$ cat config.mk
export PLATFORM = sky130hd
export DESIGN_NAME = ledpanel_fb_writer
export DESIGN_NICKNAME = d
export VERILOG_FILES = /design/src/rtl/ledpanel_fb_writer.sv
export SDC_FILE = /design/constraint.sdc
export NUM_CORES = 1
export LEC_CHECK = 0
export CAP_MARGIN = 15
export CORE_UTILIZATION = 40
export CTS_CLUSTER_DIAMETER = 80
export DETAILED_ROUTE_END_ITERATION = 6
export PLACE_DENSITY = 0.64
export SYNTH_ARGS = -nofsm -noshare
export SYNTH_HDL_FRONTEND = slang
export SYNTH_SLANG_ARGS = --single-unit
$ cat constraint.sdc
create_clock -name clk -period 8.2 [get_ports clk]
set_clock_uncertainty 0.15 [all_clocks]
set_input_delay 2.46 -clock clk [delete_from_list [all_inputs] [get_ports clk]]
set_output_delay 2.46 -clock clk [all_outputs]
set_load 0.005 [all_outputs]
$ cat src/rtl/ledpanel_fb_writer.sv
// ledpanel_fb_writer: writer side of the double-buffered bit-plane framebuffer.
// Takes an RGB pixel stream in raster order and writes each pixel as one
// masked 6-bit word per bit plane into the back buffer. The top and bottom
// panel halves share a word: top pixel in [5:3], bottom pixel in [2:0].
// When a frame completes, the buffer select toggles and frame_done pulses.
//
// Ports:
//   clk, ctrl_rst          clock, synchronous active-high reset
//   ctrl_en                enable; low returns the block to IDLE
//   ctrl_n_rows/n_cols/bitdepth  frame geometry, sampled on the SOF pixel
//   pix_valid/ready/sof/data     pixel stream, {R,G,B} with each channel MSB-aligned
//   mem_wr_*               BRAM write port (buffer, word address, plane, data, mask)
//   frame_done             one-cycle pulse when a frame has been fully written
//   frame_err              one-cycle pulse when SOF arrives in the middle of a frame
module ledpanel_fb_writer #(
  parameter int unsigned N_ROWS_MAX       = 64,
  parameter int unsigned N_COLS_MAX       = 256,
  parameter int unsigned BITDEPTH_MAX     = 8,
  parameter int unsigned W_MEM_ADDR_WIDTH = $clog2(N_ROWS_MAX*N_COLS_MAX)-1,
  parameter int unsigned W_MEM_DATA_WIDTH = 6
) (
  input  logic                            clk,
  input  logic                            ctrl_rst,
  input  logic                            ctrl_en,
  input  logic [31:0]                     ctrl_n_rows,
  input  logic [31:0]                     ctrl_n_cols,
  input  logic [31:0]                     ctrl_bitdepth,
  input  logic                            pix_valid,
  output logic                            pix_ready,
  input  logic                            pix_sof,
  input  logic [3*BITDEPTH_MAX-1:0]       pix_data,
  output logic                            mem_wr_en,
  output logic                            mem_wr_buffer,
  output logic [W_MEM_ADDR_WIDTH-1:0]     mem_wr_addr,
  output logic [$clog2(BITDEPTH_MAX)-1:0] mem_wr_bit,
  output logic [W_MEM_DATA_WIDTH-1:0]     mem_wr_data,
  output logic [W_MEM_DATA_WIDTH-1:0]     mem_wr_mask,
  output logic                            frame_done,
  output logic                            frame_err
);

  localparam int unsigned PIX_W = 3*BITDEPTH_MAX;
  localparam int unsigned BIT_W = $clog2(BITDEPTH_MAX);
  localparam int unsigned BD_W  = $clog2(BITDEPTH_MAX+1);
  localparam int unsigned ROW_W = $clog2(N_ROWS_MAX+1);
  localparam int unsigned COL_W = $clog2(N_COLS_MAX+1);
  localparam int unsigned AW    = W_MEM_ADDR_WIDTH;
  localparam int unsigned DW    = W_MEM_DATA_WIDTH;

  typedef enum logic [1:0] {
    S_IDLE   = 2'd0,
    S_ACCEPT = 2'd1,
    S_WRITE  = 2'd2,
    S_DONE   = 2'd3
  } state_e;

  state_e             state_q, state_d;
  logic [ROW_W-1:0]   row_q, row_d;
  logic [COL_W-1:0]   col_q, col_d;
  logic [BIT_W-1:0]   plane_q, plane_d;
  logic [PIX_W-1:0]   pix_q, pix_d;
  logic [AW-1:0]      addr_q, addr_d;
  logic               top_q, top_d;
  logic [ROW_W-1:0]   n_rows_q, n_rows_d;
  logic [COL_W-1:0]   n_cols_q, n_cols_d;
  logic [BD_W-1:0]    bd_q, bd_d;
  logic               wbuf_q, wbuf_d;
  logic               pix_ready_q, pix_ready_d;
  logic               wr_en_q, wr_en_d;
  logic [BIT_W-1:0]   wr_bit_q, wr_bit_d;
  logic [DW-1:0]      wr_data_q, wr_data_d;
  logic [DW-1:0]      wr_mask_q, wr_mask_d;
  logic               frame_done_q, frame_done_d;
  logic               frame_err_q, frame_err_d;

  logic               hs;
  logic               capture;
  logic               last_plane;
  logic [ROW_W-1:0]   half;
  logic [ROW_W-1:0]   row_half;
  logic [AW-1:0]      addr_calc;
  logic [BD_W-1:0]    bidx_w;
  logic [BIT_W-1:0]   bidx;
  logic [BITDEPTH_MAX-1:0] ch_r, ch_g, ch_b;
  logic [2:0]         rgb;

  // Upper config bits are beyond the legal range and intentionally ignored.
  logic unused_cfg_bits;
  assign unused_cfg_bits = ^{ctrl_n_rows[31:ROW_W], ctrl_n_cols[31:COL_W],
                             ctrl_bitdepth[31:BD_W]};

  // Next-state, counter and registered-output logic.
  always_comb begin
    state_d      = state_q;
    row_d        = row_q;
    col_d        = col_q;
    plane_d      = plane_q;
    pix_d        = pix_q;
    addr_d       = addr_q;
    top_d        = top_q;
    n_rows_d     = n_rows_q;
    n_cols_d     = n_cols_q;
    bd_d         = bd_q;
    wbuf_d       = wbuf_q;
    pix_ready_d  = 1'b0;
    wr_en_d      = 1'b0;
    wr_bit_d     = '0;
    wr_data_d    = '0;
    wr_mask_d    = '0;
    frame_done_d = 1'b0;
    frame_err_d  = 1'b0;
    capture      = 1'b0;

    hs         = ctrl_en && pix_valid && pix_ready_q;
    last_plane = (BD_W'(plane_q) == (bd_q - BD_W'(1)));
    half       = n_rows_q >> 1;
    row_half   = (row_q >= half) ? (row_q - half) : row_q;
    addr_calc  = AW'(AW'(row_half) * AW'(n_cols_q)) + AW'(col_q);

    unique case (state_q)
      S_IDLE: begin
        // Beats before the first SOF are swallowed.
        if (hs && pix_sof) capture = 1'b1;
      end
      S_ACCEPT: begin
        if (hs) begin
          capture     = 1'b1;
          frame_err_d = pix_sof;
        end
      end
      S_WRITE: begin
        if (!last_plane) begin
          plane_d = plane_q + BIT_W'(1);
        end else if (col_q < (n_cols_q - COL_W'(1))) begin
          col_d   = col_q + COL_W'(1);
          state_d = S_ACCEPT;
        end else if (row_q < (n_rows_q - ROW_W'(1))) begin
          col_d   = '0;
          row_d   = row_q + ROW_W'(1);
          state_d = S_ACCEPT;
        end else begin
          state_d = S_DONE;
        end
      end
      S_DONE: begin
        frame_done_d = 1'b1;
        wbuf_d       = ~wbuf_q;
        row_d        = '0;
        col_d        = '0;
        state_d      = S_IDLE;
      end
      default: state_d = S_IDLE;
    endcase

    // Pixel capture; SOF restarts at (0,0) with freshly latched geometry.
    if (capture) begin
      pix_d   = pix_data;
      plane_d = '0;
      state_d = S_WRITE;
      if (pix_sof) begin
        n_rows_d = ROW_W'(ctrl_n_rows);
        n_cols_d = COL_W'(ctrl_n_cols);
        bd_d     = BD_W'(ctrl_bitdepth);
        row_d    = '0;
        col_d    = '0;
        addr_d   = '0;
        top_d    = 1'b1;
      end else begin
        addr_d = addr_calc;
        top_d  = (row_q < half);
      end
    end

    // Plane k reads channel bit BITDEPTH_MAX-bitdepth+k, so plane 0 is the used LSB.
    bidx_w = BD_W'(BITDEPTH_MAX) - bd_d + BD_W'(plane_d);
    bidx   = BIT_W'(bidx_w);
    ch_r   = pix_d[3*BITDEPTH_MAX-1:2*BITDEPTH_MAX];
    ch_g   = pix_d[2*BITDEPTH_MAX-1:BITDEPTH_MAX];
    ch_b   = pix_d[BITDEPTH_MAX-1:0];
    rgb    = {ch_r[bidx], ch_g[bidx], ch_b[bidx]};

    if (state_d == S_WRITE) begin
      wr_en_d  = 1'b1;
      wr_bit_d = plane_d;
      if (top_d) begin
        wr_data_d = DW'({rgb, 3'b000});
        wr_mask_d = DW'(6'b111000);
      end else begin
        wr_data_d = DW'({3'b000, rgb});
        wr_mask_d = DW'(6'b000111);
      end
    end

    pix_ready_d = (state_d == S_IDLE) || (state_d == S_ACCEPT);

    // Disable abandons the frame but keeps the buffer select.
    if (!ctrl_en) begin
      state_d      = S_IDLE;
      row_d        = '0;
      col_d        = '0;
      plane_d      = '0;
      wbuf_d       = wbuf_q;
      pix_ready_d  = 1'b0;
      wr_en_d      = 1'b0;
      wr_bit_d     = '0;
      wr_data_d    = '0;
      wr_mask_d    = '0;
      frame_done_d = 1'b0;
      frame_err_d  = 1'b0;
    end
  end

  // State and output registers.
  always_ff @(posedge clk) begin
    if (ctrl_rst) begin
      state_q      <= S_IDLE;
      row_q        <= '0;
      col_q        <= '0;
      plane_q      <= '0;
      pix_q        <= '0;
      addr_q       <= '0;
      top_q        <= 1'b0;
      n_rows_q     <= '0;
      n_cols_q     <= '0;
      bd_q         <= '0;
      wbuf_q       <= 1'b1;
      pix_ready_q  <= 1'b0;
      wr_en_q      <= 1'b0;
      wr_bit_q     <= '0;
      wr_data_q    <= '0;
      wr_mask_q    <= '0;
      frame_done_q <= 1'b0;
      frame_err_q  <= 1'b0;
    end else begin
      state_q      <= state_d;
      row_q        <= row_d;
      col_q        <= col_d;
      plane_q      <= plane_d;
      pix_q        <= pix_d;
      addr_q       <= addr_d;
      top_q        <= top_d;
      n_rows_q     <= n_rows_d;
      n_cols_q     <= n_cols_d;
      bd_q         <= bd_d;
      wbuf_q       <= wbuf_d;
      pix_ready_q  <= pix_ready_d;
      wr_en_q      <= wr_en_d;
      wr_bit_q     <= wr_bit_d;
      wr_data_q    <= wr_data_d;
      wr_mask_q    <= wr_mask_d;
      frame_done_q <= frame_done_d;
      frame_err_q  <= frame_err_d;
    end
  end

  assign pix_ready     = pix_ready_q;
  assign mem_wr_en     = wr_en_q;
  assign mem_wr_buffer = wbuf_q;
  assign mem_wr_addr   = addr_q;
  assign mem_wr_bit    = wr_bit_q;
  assign mem_wr_data   = wr_data_q;
  assign mem_wr_mask   = wr_mask_q;
  assign frame_done    = frame_done_q;
  assign frame_err     = frame_err_q;

endmodule

# Word level (Yosys, flattened, before mapping)
# Cells that the tools add are included.
# totals
reg_bits	99
output_inout_bits	33
# op_classes
add_sub_neg	10
mul	1
magnitude_cmp	5
eq_ne	6
n_mux	39
bitwise_logic	6
reduce_logical	13
# ops
cell	count
9-bit 2-to-1 mux	5
7-bit 2-to-1 mux	6
24-bit 2-to-1 mux	1
9-bit case mux with 2 select lines	1
7-bit case mux with 2 select lines	1
13-bit by 9-bit adder with 13-bit output	1
7-bit by 9-bit multiplier with 13-bit output	1
13-bit 2-to-1 mux	1
4-bit OR reduction	3
9-bit by 1-bit adder with 9-bit output, second input constant	1
1-bit binary-select mux with 3-bit select	3
9-bit < comparator	1
1-bit 2-to-1 mux	9
3-bit 2-to-1 mux	3
9-bit by 1-bit subtractor with 9-bit output, second input constant	1
2-bit 2-to-1 mux	4
4-bit 2-to-1 mux	2
7-bit by 1-bit adder with 7-bit output, second input constant	1
7-bit by 6-bit greater-or-equal comparator with 1-bit output	1
7-bit by 6-bit < comparator with 1-bit output	1
7-bit < comparator	1
7-bit by 1-bit subtractor with 7-bit output, second input constant	1
7-bit by 6-bit subtractor with 7-bit output	1
2-bit == test, second input constant	3
17 further kinds	27

# Logic depth before layout (Yosys ltp)
# Gate-level depths: netlist of run 1.
# depth
word_depth	10
ltp_mapped	26

# Worst setup path before layout of run 1
# Ideal clock, no wire load.
# synth_path
kind	register to register
start	reg row_q[0]
end	reg addr_q[12], in the netlist mem_wr_addr[12]
t_arrival_ps	5846
required_time_ps	7933
setup_slack_ps	2087
stages_incl_launch_ff	26
n_path_buf	0
cell_sequence	dfxtp_1 -> inv_1 -> ha_1 -> inv_1 -> fa_1 -> a211oi_1 -> nor3b_1 -> o21a_1 -> or4_1 -> nand2_1 -> nand2_1 -> fa_1 -> fa_1 -> inv_1 -> fa_1 -> inv_1 -> fa_1 -> inv_1 -> ha_1 -> inv_1 -> o21bai_1 -> a2111o_1 -> a41o_1 -> nor4b_1 -> mux2i_1 -> nand2_1
# synth_via
elab_chain_len	5
word_cells_on_any_way	6
classes_between	add/sub (2); mul (1); order compare (1); mux (2)
# synth_lines
element	line_no	source
start, declared	58	logic [ROW_W-1:0] row_q, row_d;
start signal, assigned	236	row_q <= row_d;
7-bit by 6-bit subtractor with 7-bit output or 7-bit by 6-bit greater-or-equal comparator with 1-bit output (tied branches)	117	row_half = (row_q >= half) ? (row_q - half) : row_q;
7-bit 2-to-1 mux *	117	
7-bit by 9-bit multiplier with 13-bit output *	118	addr_calc = AW'(AW'(row_half) * AW'(n_cols_q)) + AW'(col_q);
13-bit by 9-bit adder with 13-bit output *	118	
13-bit 2-to-1 mux *	160	if (pix_sof) begin
end signal, assigned	240	addr_q <= addr_d;
end, declared	62	logic [AW-1:0] addr_q, addr_d;
# Mark *: on every way between the ends. The rest lies on a longest branch, timed or not.
# A chain may end at the register's enable or synchronous reset.

# Final worst setup path of run 1
# layout_path
start	reg row_q[4]
end	reg addr_q[12], in the netlist mem_wr_addr[12]
# Same word-level chain as after synthesis.

==> results of run 1 <==
## routing by layer
metal | routed length, µm | share of wire [%]
met4 | 272 | 1.6
met2 | 7820 | 47
met5 | 0 | 0
met1 | 8123 | 49
met3 | 426 | 2.6
## layout make-up
| type | count | area, µm² | share of cell area, % |
|---|---|---|---|
| Clock buffer | 9 | 225.2 | 2.680 |
| Clock inverter | 7 | 75.07 | 0.8933 |
| Inverter | 96 | 360.3 | 4.288 |
| Multi-Input combinational cell | 633 | 4702 | 55.95 |
| Sequential cell | 95 | 1902 | 22.63 |
| Tap cell | 225 | 281.5 | 3.350 |
| Timing Repair Buffer | 88 | 858.3 | 10.21 |
## sequential cells by signal, summed over array words and instances (netlist names)
register,flops
bd_q,4
pix_ready,1
mem_wr_data,6
top_q,1
mem_wr_buffer,1
state_q,2
frame_done,1
mem_wr_addr,13
pix_q,24
mem_wr_mask,2
mem_wr_en,1
plane_q,3
mem_wr_bit,3
n_rows_q,7
n_cols_q,9
row_q,7
frame_err,1
col_q,9
## cells by family (layout without fill, tap and decap cells)
family	after synthesis	count (layout)	share of synthesized area [%]
AND/OR/NAND/NOR	301	301	20.40
flip-flops	95	95	26.64
XOR/XNOR	35	35	4.907
adder cells (fa/ha/maj)	96	96	21.35
multiplexers	33	33	4.784
AO/OA/AOI/OAI	168	168	14.34
buffers and inverters	137	200	7.588
## path summary, 6_finish.rpt
check,end,slack (ns),cells past startpoint
max,mem_wr_addr[12]$_SDFFE_PP0P_,1.43,20
min reg2reg,mem_wr_addr[3]$_SDFFE_PP0P_,0.30,2
max reg2reg,mem_wr_addr[12]$_SDFFE_PP0P_,1.43,20
min,mem_wr_addr[3]$_SDFFE_PP0P_,0.30,2
## per-stage QoR
step / setup WS, ns / cells / cell area, µm²
after floorplan: 2.087 / 865 / 7139
after global placement: 1.402 / 1137 / 8104
after detailed placement: 1.368 / 1137 / 8104
after CTS: 1.391 / 1153 / 8404
after global routing: 0.9489 / 1153 / 8404
final: 1.431 / 1153 / 8404
## power by group through the flow
stage | registers, mW | logic, mW | clock network, mW
2_1_floorplan | 0.477 | 0.0504 | 0
6_report | 0.468 | 0.0891 | 0.430
4_1_cts | 0.468 | 0.0900 | 0.439
3_3_place_gp | 0.479 | 0.0888 | 0
3_5_place_dp | 0.479 | 0.0896 | 0
5_1_grt | 0.468 | 0.0987 | 0.456
## layout by cell type, fill, tap and decap left out, drive strengths merged, types with 24 or more instances in the layout
| master | n |
|---|---|
| a21oi | 92 |
| and2 | 34 |
| clkdlybuf4s50 | 80 |
| dfxtp | 95 |
| fa | 43 |
| ha | 53 |
| inv | 100 |
| mux2i | 24 |
| nand2 | 145 |
| nor2 | 33 |
| xnor2 | 27 |
## worst max-delay path, stage by stage, from the launching register on
cell and delay (ns):
sky130_fd_sc_hd__dfxtp_1 0.52, sky130_fd_sc_hd__ha_1 0.35, sky130_fd_sc_hd__a21o_1 0.18, sky130_fd_sc_hd__a211oi_1 0.32
sky130_fd_sc_hd__and3_1 0.51, sky130_fd_sc_hd__nor2_1 0.10, sky130_fd_sc_hd__a21oi_1 0.56, sky130_fd_sc_hd__nand2_1 0.17
sky130_fd_sc_hd__fa_1 0.47, sky130_fd_sc_hd__fa_1 0.54, sky130_fd_sc_hd__fa_1 0.46, sky130_fd_sc_hd__fa_1 0.56
sky130_fd_sc_hd__inv_1 0.04, sky130_fd_sc_hd__ha_1 0.32, sky130_fd_sc_hd__a21oi_1 0.22, sky130_fd_sc_hd__o21bai_1 0.12
sky130_fd_sc_hd__a2111o_1 0.43, sky130_fd_sc_hd__a41o_1 0.27, sky130_fd_sc_hd__nor4b_1 0.15, sky130_fd_sc_hd__mux2i_1 0.16
sky130_fd_sc_hd__nand2_1 0.06
==> flow_summary_export.csv, run 1 <==
group,metric,value,unit
timing,fmax,0.1477,GHz
yosys,dominantRegCellSynth,"sky130_fd_sc_hd__dfxtp_1",
clock_network,clock_tree.root_cell,"sky130_fd_sc_hd__clkbuf_16",
clock_network,setup_fix_bufs_post_cts,0,
pwr,ir_worst_vdd,0.1072,mV
pwr,internal_power,0.7254,mW
pwr,pwr-share-comb,9.0,%
timing,finalMaxSlewViolations,0,
run_status,status,"finished, final reports clean",
placed_design,gp_routability_congestion,0.8064,
global_routing,pin_count_of_the_biggest_net_entering_global_routing,63,
final_layout,drive_above_1_share,4.095,%
clock_network,cts-root-to-sink-buffers,2,
pwr,power-per-cell-area,117.4,nW/µm²
drt,wire_per_inst,14.43,µm
clock_network,cts-resized-gates,0,
clock_network,cts_hold_buffers,0,
global_routing,globalRoute.totalOverflow,0,
yosys,yosysUniqueCellTypes,63,
hold_path,worstHoldPathType,"register to register",
global_routing,number_of_antenna_violations_at_the_first_check_in_global_routing,0,
drt,drt_wl_total,16640,µm
final_layout,layout_filler_cell_count,1684,
worst_setup_path,crit-reg2reg-launch,"row_q[4]$_SDFF_PP0_",
worst_setup_path,timing.critical_path.to_type,"register",
global_routing,first_pass_grt_wire_length,28370,µm
final_layout,finalCoreUtilization,48.42,%
pwr,share_clk_of_total_power,43.6,%
die,placement_rows,48,
clock_network,clock-sinks,95,
timing,setup_violations,0,
clock_network,path_clk_slew,0.08,ns
yosys,synthMostInstantiatedCell,"sky130_fd_sc_hd__nand2_1",
yosys,number_of_flip_flops_and_latches_in_the_synthesized_netlist,95,
yosys,synth.yosys.seq_area_share,26.64,%
final_layout,insertedDiodeCount,0,
placed_design,io_buffers,81,
worst_setup_path,path_max_fanout,12,
final_layout,areaGrowthSynthToFinish,17.72,%
clock_network,worst_skew_pair.late_latency,0.35,ns
timing,slew-limit-headroom,41.70,%
timing,fin_hold_ws,0.3026,ns
yosys,number_of_enable_flip_flop_cells_after_synthesis,0,
global_routing,global_route.usage.total,19.48,%
placed_design,place.detailed.hpwl,12410,µm
flow_run,max_cap_violation_count,0,
die,floorplan.die.width,135.6,µm
yosys,synth.top_cell.area_share,26.64,%
yosys,asyncSetResetFlopFracSynth,0,%
drt,drc,0,
global_routing,grt_util_met3,2.058,%
yosys,synth_commonest_cells,"145 x sky130_fd_sc_hd__nand2_1, 95 x sky130_fd_sc_hd__dfxtp_1, 95 x sky130_fd_sc_hd__inv_1, 92 x sky130_fd_sc_hd__a21oi_1, 53 x sky130_fd_sc_hd__ha_1",
die,die-area,18390,µm²
yosys,synth_area_leader_cell,"sky130_fd_sc_hd__dfxtp_1",
timing,timing.final.crit_period,6.769,ns
clock_network,cts_tree,"built",
yosys,netlist_instances,865,
pwr,leakagePower,3.503,nW
timing,final_hold_viol_count,0,
yosys,synthesis.area_per_instance,8.254,µm²
die,dieHeight,135.6,µm
drt,drt_pass_1_iters,4,
timing,rsz0062_at_grt,"no",
die,start_util,41.13,%
clock_network,cts_htree_levels,3,
drt,via_count,5911,
drt,drtAntennaViolNets,0,
global_routing,grtUsageMet2,32.17,%
timing,timing_worst_slew_pin_value,0.8725,ns
worst_setup_path,cp_data_arrival_time,6.87,ns
pwr,net_switching_component_of_the_power,0.2615,mW
die,placeable_core_region,17360,µm²
worst_setup_path,setup_cp_type,"register to register",
timing,tns,0,ns
worst_setup_path,critPathLaunch,"row_q[4]$_SDFF_PP0_",
drt,route.detailed.vias_per_inst,5.127,
worst_setup_path,worstSetupStartpointType,"register",
global_routing,grt_pass1_vias,5812,
yosys,synth_nets,1086,
yosys,ys_top_cells_by_area,"sky130_fd_sc_hd__dfxtp_1 27%, sky130_fd_sc_hd__fa_1 12%, sky130_fd_sc_hd__ha_1 9.3%",
die,io-pin-count,158,
timing,final_min_period_over_clock_period,82.55,%
worst_setup_path,worst_ep_required_time,8.30,ns
pwr,report.power.total,0.9869,mW
pwr,power.share.switching,26.50,%
clock_network,tritoncts.num_buffers,9,
hold_path,min_delay_src,"mem_wr_addr[3]$_SDFFE_PP0P_",
pwr,pwr-share-seq,47.4,%
yosys,synth_area,7139,µm²
drt,drt_first_iter_violations,280,
yosys,yosysWarnings,0,
final_layout,fin_nets,1144,
global_routing,grt.met1_usage,26.33,%
global_routing,grt_most_used_layer,"met2",
Power figures use the tool's default switching activity.
==> inputs of run 2 (changes only) <==
- PLACE_DENSITY: 0.64 -> 0.66
- clock period: 8.2 -> 6 ns (I/O delays scaled with it)
==> run 2 against run 1 <==
The flow now finishes with violations (negative setup slack). Cell count rose by 5.9%. Combinational power grew 54%. Cell area rose by 9.2%. Register-to-register slack got worse by 1.5 ns. Non-clock buffer count is 68 higher. Worst hold slack gained 0.0021 ns. Clock-buffer cell count unchanged. First-iteration DRC count is 21% lower. Sequential power grew 37%. Largest power group unchanged.
==> flow_summary_export.csv, run 2 (same netlist as run 1, synthesis figures left out) <==
group,metric,value,unit
worst_setup_path,timing.critical_path.to_type,"register",
die,floorplan.die.width,135.6,µm
timing,timing.final.crit_period,6.042,ns
run_status,violations,"negative setup slack",
placed_design,detailedPlace.worstSlack,-0.3262,ns
clock_network,cts_htree_levels,3,
worst_setup_path,cp_data_arrival_time,6.14,ns
drt,drt_first_iter_violations,222,
global_routing,number_of_antenna_violations_at_the_first_check_in_global_routing,0,
final_layout,areaGrowthSynthToFinish,28.60,%
flow_run,max_cap_violation_count,0,
drt,via_count,6239,
global_routing,globalRoute.totalOverflow,0,
die,start_util,41.13,%
final_layout,mostFrequentLayoutCell,"sky130_fd_sc_hd__nand2_1",
pwr,power-per-cell-area,152.9,nW/µm²
clock_network,clock_tree.root_cell,"sky130_fd_sc_hd__clkbuf_16",
final_layout,largest-register,"pix_q",
worst_setup_path,delay_contributed_by_the_slowest_stage_of_the_critical_path,0.53,ns
global_routing,grt_pass1_vias,6223,
worst_setup_path,r2r_setup_slack,-0.04,ns
timing,setup_violations,1,
worst_setup_path,path_max_fanout,2,
clock_network,cts-root-to-sink-buffers,2,
pwr,leakagePower,3.870,nW
die,dieHeight,135.6,µm
die,placeable_core_region,17360,µm²
final_layout,final_cell_mix,"142 x sky130_fd_sc_hd__nand2_1, 92 x sky130_fd_sc_hd__dfxtp_1, 87 x sky130_fd_sc_hd__inv_1, 87 x sky130_fd_sc_hd__a21oi_1, 80 x sky130_fd_sc_hd__clkdlybuf4s50_1",
timing,rsz0062_at_grt,"yes",
placed_design,dpl_cell_area,8566,µm²
timing,final_hold_viol_count,0,
timing,slew-limit-headroom,42.87,%
timing,final_min_period_over_clock_period,100.7,%
pwr,ir_worst_vdd,0.1513,mV
die,die-area,18390,µm²
clock_network,path_clk_slew,0.07,ns
drt,drc,0,
final_layout,insertedDiodeCount,0,
drt,wire_per_inst,14.71,µm
global_routing,pin_count_of_the_biggest_net_entering_global_routing,63,
clock_network,tritoncts.num_buffers,9,
final_layout,final_area,9181,µm²
timing,timing_worst_slew_pin_value,0.8549,ns
global_routing,global_route.usage.total,20.75,%
placed_design,gp_routability_congestion,0.8397,
clock_network,cts_hold_buffers,0,
worst_setup_path,worstSetupStartpointType,"register",
clock_network,clock-sinks,95,
worst_setup_path,cpMostUsedCell,"sky130_fd_sc_hd__inv_2",
worst_setup_path,worst_path_cell_with_the_longest_stage_delay,"sky130_fd_sc_hd__fa_1",
global_routing,first_pass_grt_wire_length,29910,µm
worst_setup_path,worst_ep_required_time,6.09,ns
timing,finalMaxSlewViolations,0,
hold_path,worstHoldPathType,"register to register",
final_layout,fin_nets,1212,
placed_design,place.detailed.hpwl,13230,µm
drt,drt_wl_total,17970,µm
die,io-pin-count,158,
final_layout,drive_above_1_share,14.96,%
worst_setup_path,path_delay_family,"adder cells",
drt,drtAntennaViolNets,0,
placed_design,numPlacedInstances,1197,
drt,route.detailed.vias_per_inst,5.110,
timing,setup_ws_final,-0.04243,ns
clock_network,worst_skew_pair.late_latency,0.36,ns
clock_network,cts_tree,"built",
timing,fmax,0.1655,GHz
die,placement_rows,48,
final_layout,instances_no_fill,1221,
run_status,status,"finished with violations",
drt,drt_pass_1_iters,5,
worst_setup_path,setup_cp_type,"register to register",
worst_setup_path,worst-path-buf-inv,6,
placed_design,io_buffers,81,
final_layout,largest_register_ff_count,24,
[run 2: stage by stage]
| step | total power, mW | setup TNS [ns] | util [%] | hold WS, ns |
|---|---|---|---|---|
| 6_report | 1.404 | -0.04243 | 52.90 | 0.3047 |
| 5_1_grt | 1.453 | -0.2476 | 52.90 | 0.3234 |
| 4_1_cts | 1.418 | 0 | 51.80 | 0.3068 |
| 3_5_place_dp | 0.7845 | -0.4513 | 49.35 | 0.2961 |
| 3_3_place_gp | 0.7835 | -0.4279 | 49.35 | 0.2925 |
| 2_1_floorplan | 0.7209 | 0 | - | 0.2857 |
[run 2: repair_timing]
item | 4_1_cts | 5_1_grt
setup buffers | 3 | 6
pin swaps | 21 | 29
resized for setup | 18 | 33
endpoints found under the setup margin | 3 | 4
[run 2: final timing paths]
kind                            cells after the start                      endpoint                        start
worst max-delay path                               25  mem_wr_addr[12]$_SDFFE_PP0P_          row_q[0]$_SDFF_PP0_
worst min register to register                      2   mem_wr_addr[2]$_SDFFE_PP0P_  mem_wr_addr[2]$_SDFFE_PP0P_
worst max register to register                     25  mem_wr_addr[12]$_SDFFE_PP0P_          row_q[0]$_SDFF_PP0_
worst min-delay path                                2   mem_wr_addr[2]$_SDFFE_PP0P_  mem_wr_addr[2]$_SDFFE_PP0P_
[run 2: per-layer routing]
metal  vias to the layer above  global-route usage, %  routed length [µm]  share of wire, %
li1                       3123                      -                   -                 -
met1                      2986                  26.56                8049                45
met2                       112                  35.43                8829                49
met3                        18                  3.217                 697               3.9
met4                         0                  6.742                 389               2.2
met5                         -                      0                   0                 0
[run 2: cell type report]
type	count	area, µm²
Fill cell	1623	8175
Clock inverter	7	90.09
Tap cell	225	281.5
Clock buffer	9	225.2
Sequential cell	95	1906
Multi-Input combinational cell	633	4942
Inverter	96	360.3
Timing Repair Buffer	156	1376
[run 2: power breakdown]
group | switching (mW) | leakage (nW) | internal, mW | total, mW
logic | 0.0654 | 2.95 | 0.0714 | 0.137
clock network | 0.294 | 0.153 | 0.334 | 0.628
registers | 0.00495 | 0.768 | 0.634 | 0.639
[run 2: worst reg2reg max path, cell delays in order (launching register included)]
cell and delay [ns]:
sky130_fd_sc_hd__dfxtp_2 0.32, sky130_fd_sc_hd__inv_2 0.07, sky130_fd_sc_hd__ha_4 0.13, sky130_fd_sc_hd__inv_2 0.03, sky130_fd_sc_hd__fa_2 0.37, sky130_fd_sc_hd__a211oi_4 0.28
sky130_fd_sc_hd__nor3b_2 0.08, sky130_fd_sc_hd__o21a_1 0.19, sky130_fd_sc_hd__or4_4 0.51, sky130_fd_sc_hd__nand2_4 0.10, sky130_fd_sc_hd__nand2_2 0.06, sky130_fd_sc_hd__fa_1 0.50
sky130_fd_sc_hd__fa_1 0.53, sky130_fd_sc_hd__inv_2 0.04, sky130_fd_sc_hd__fa_1 0.49, sky130_fd_sc_hd__inv_2 0.04, sky130_fd_sc_hd__fa_1 0.53, sky130_fd_sc_hd__inv_2 0.05
sky130_fd_sc_hd__ha_4 0.21, sky130_fd_sc_hd__inv_1 0.06, sky130_fd_sc_hd__o21bai_1 0.08, sky130_fd_sc_hd__a2111o_1 0.44, sky130_fd_sc_hd__a41o_1 0.22, sky130_fd_sc_hd__nor4b_1 0.15
sky130_fd_sc_hd__mux2i_1 0.20, sky130_fd_sc_hd__nand2_1 0.07
==> inputs of run 3 (changes only) <==
- SLEW_MARGIN: not set -> 20
==> results of run 3 <==
No change in the layout: final DEF, timing and power equal those of run 2.
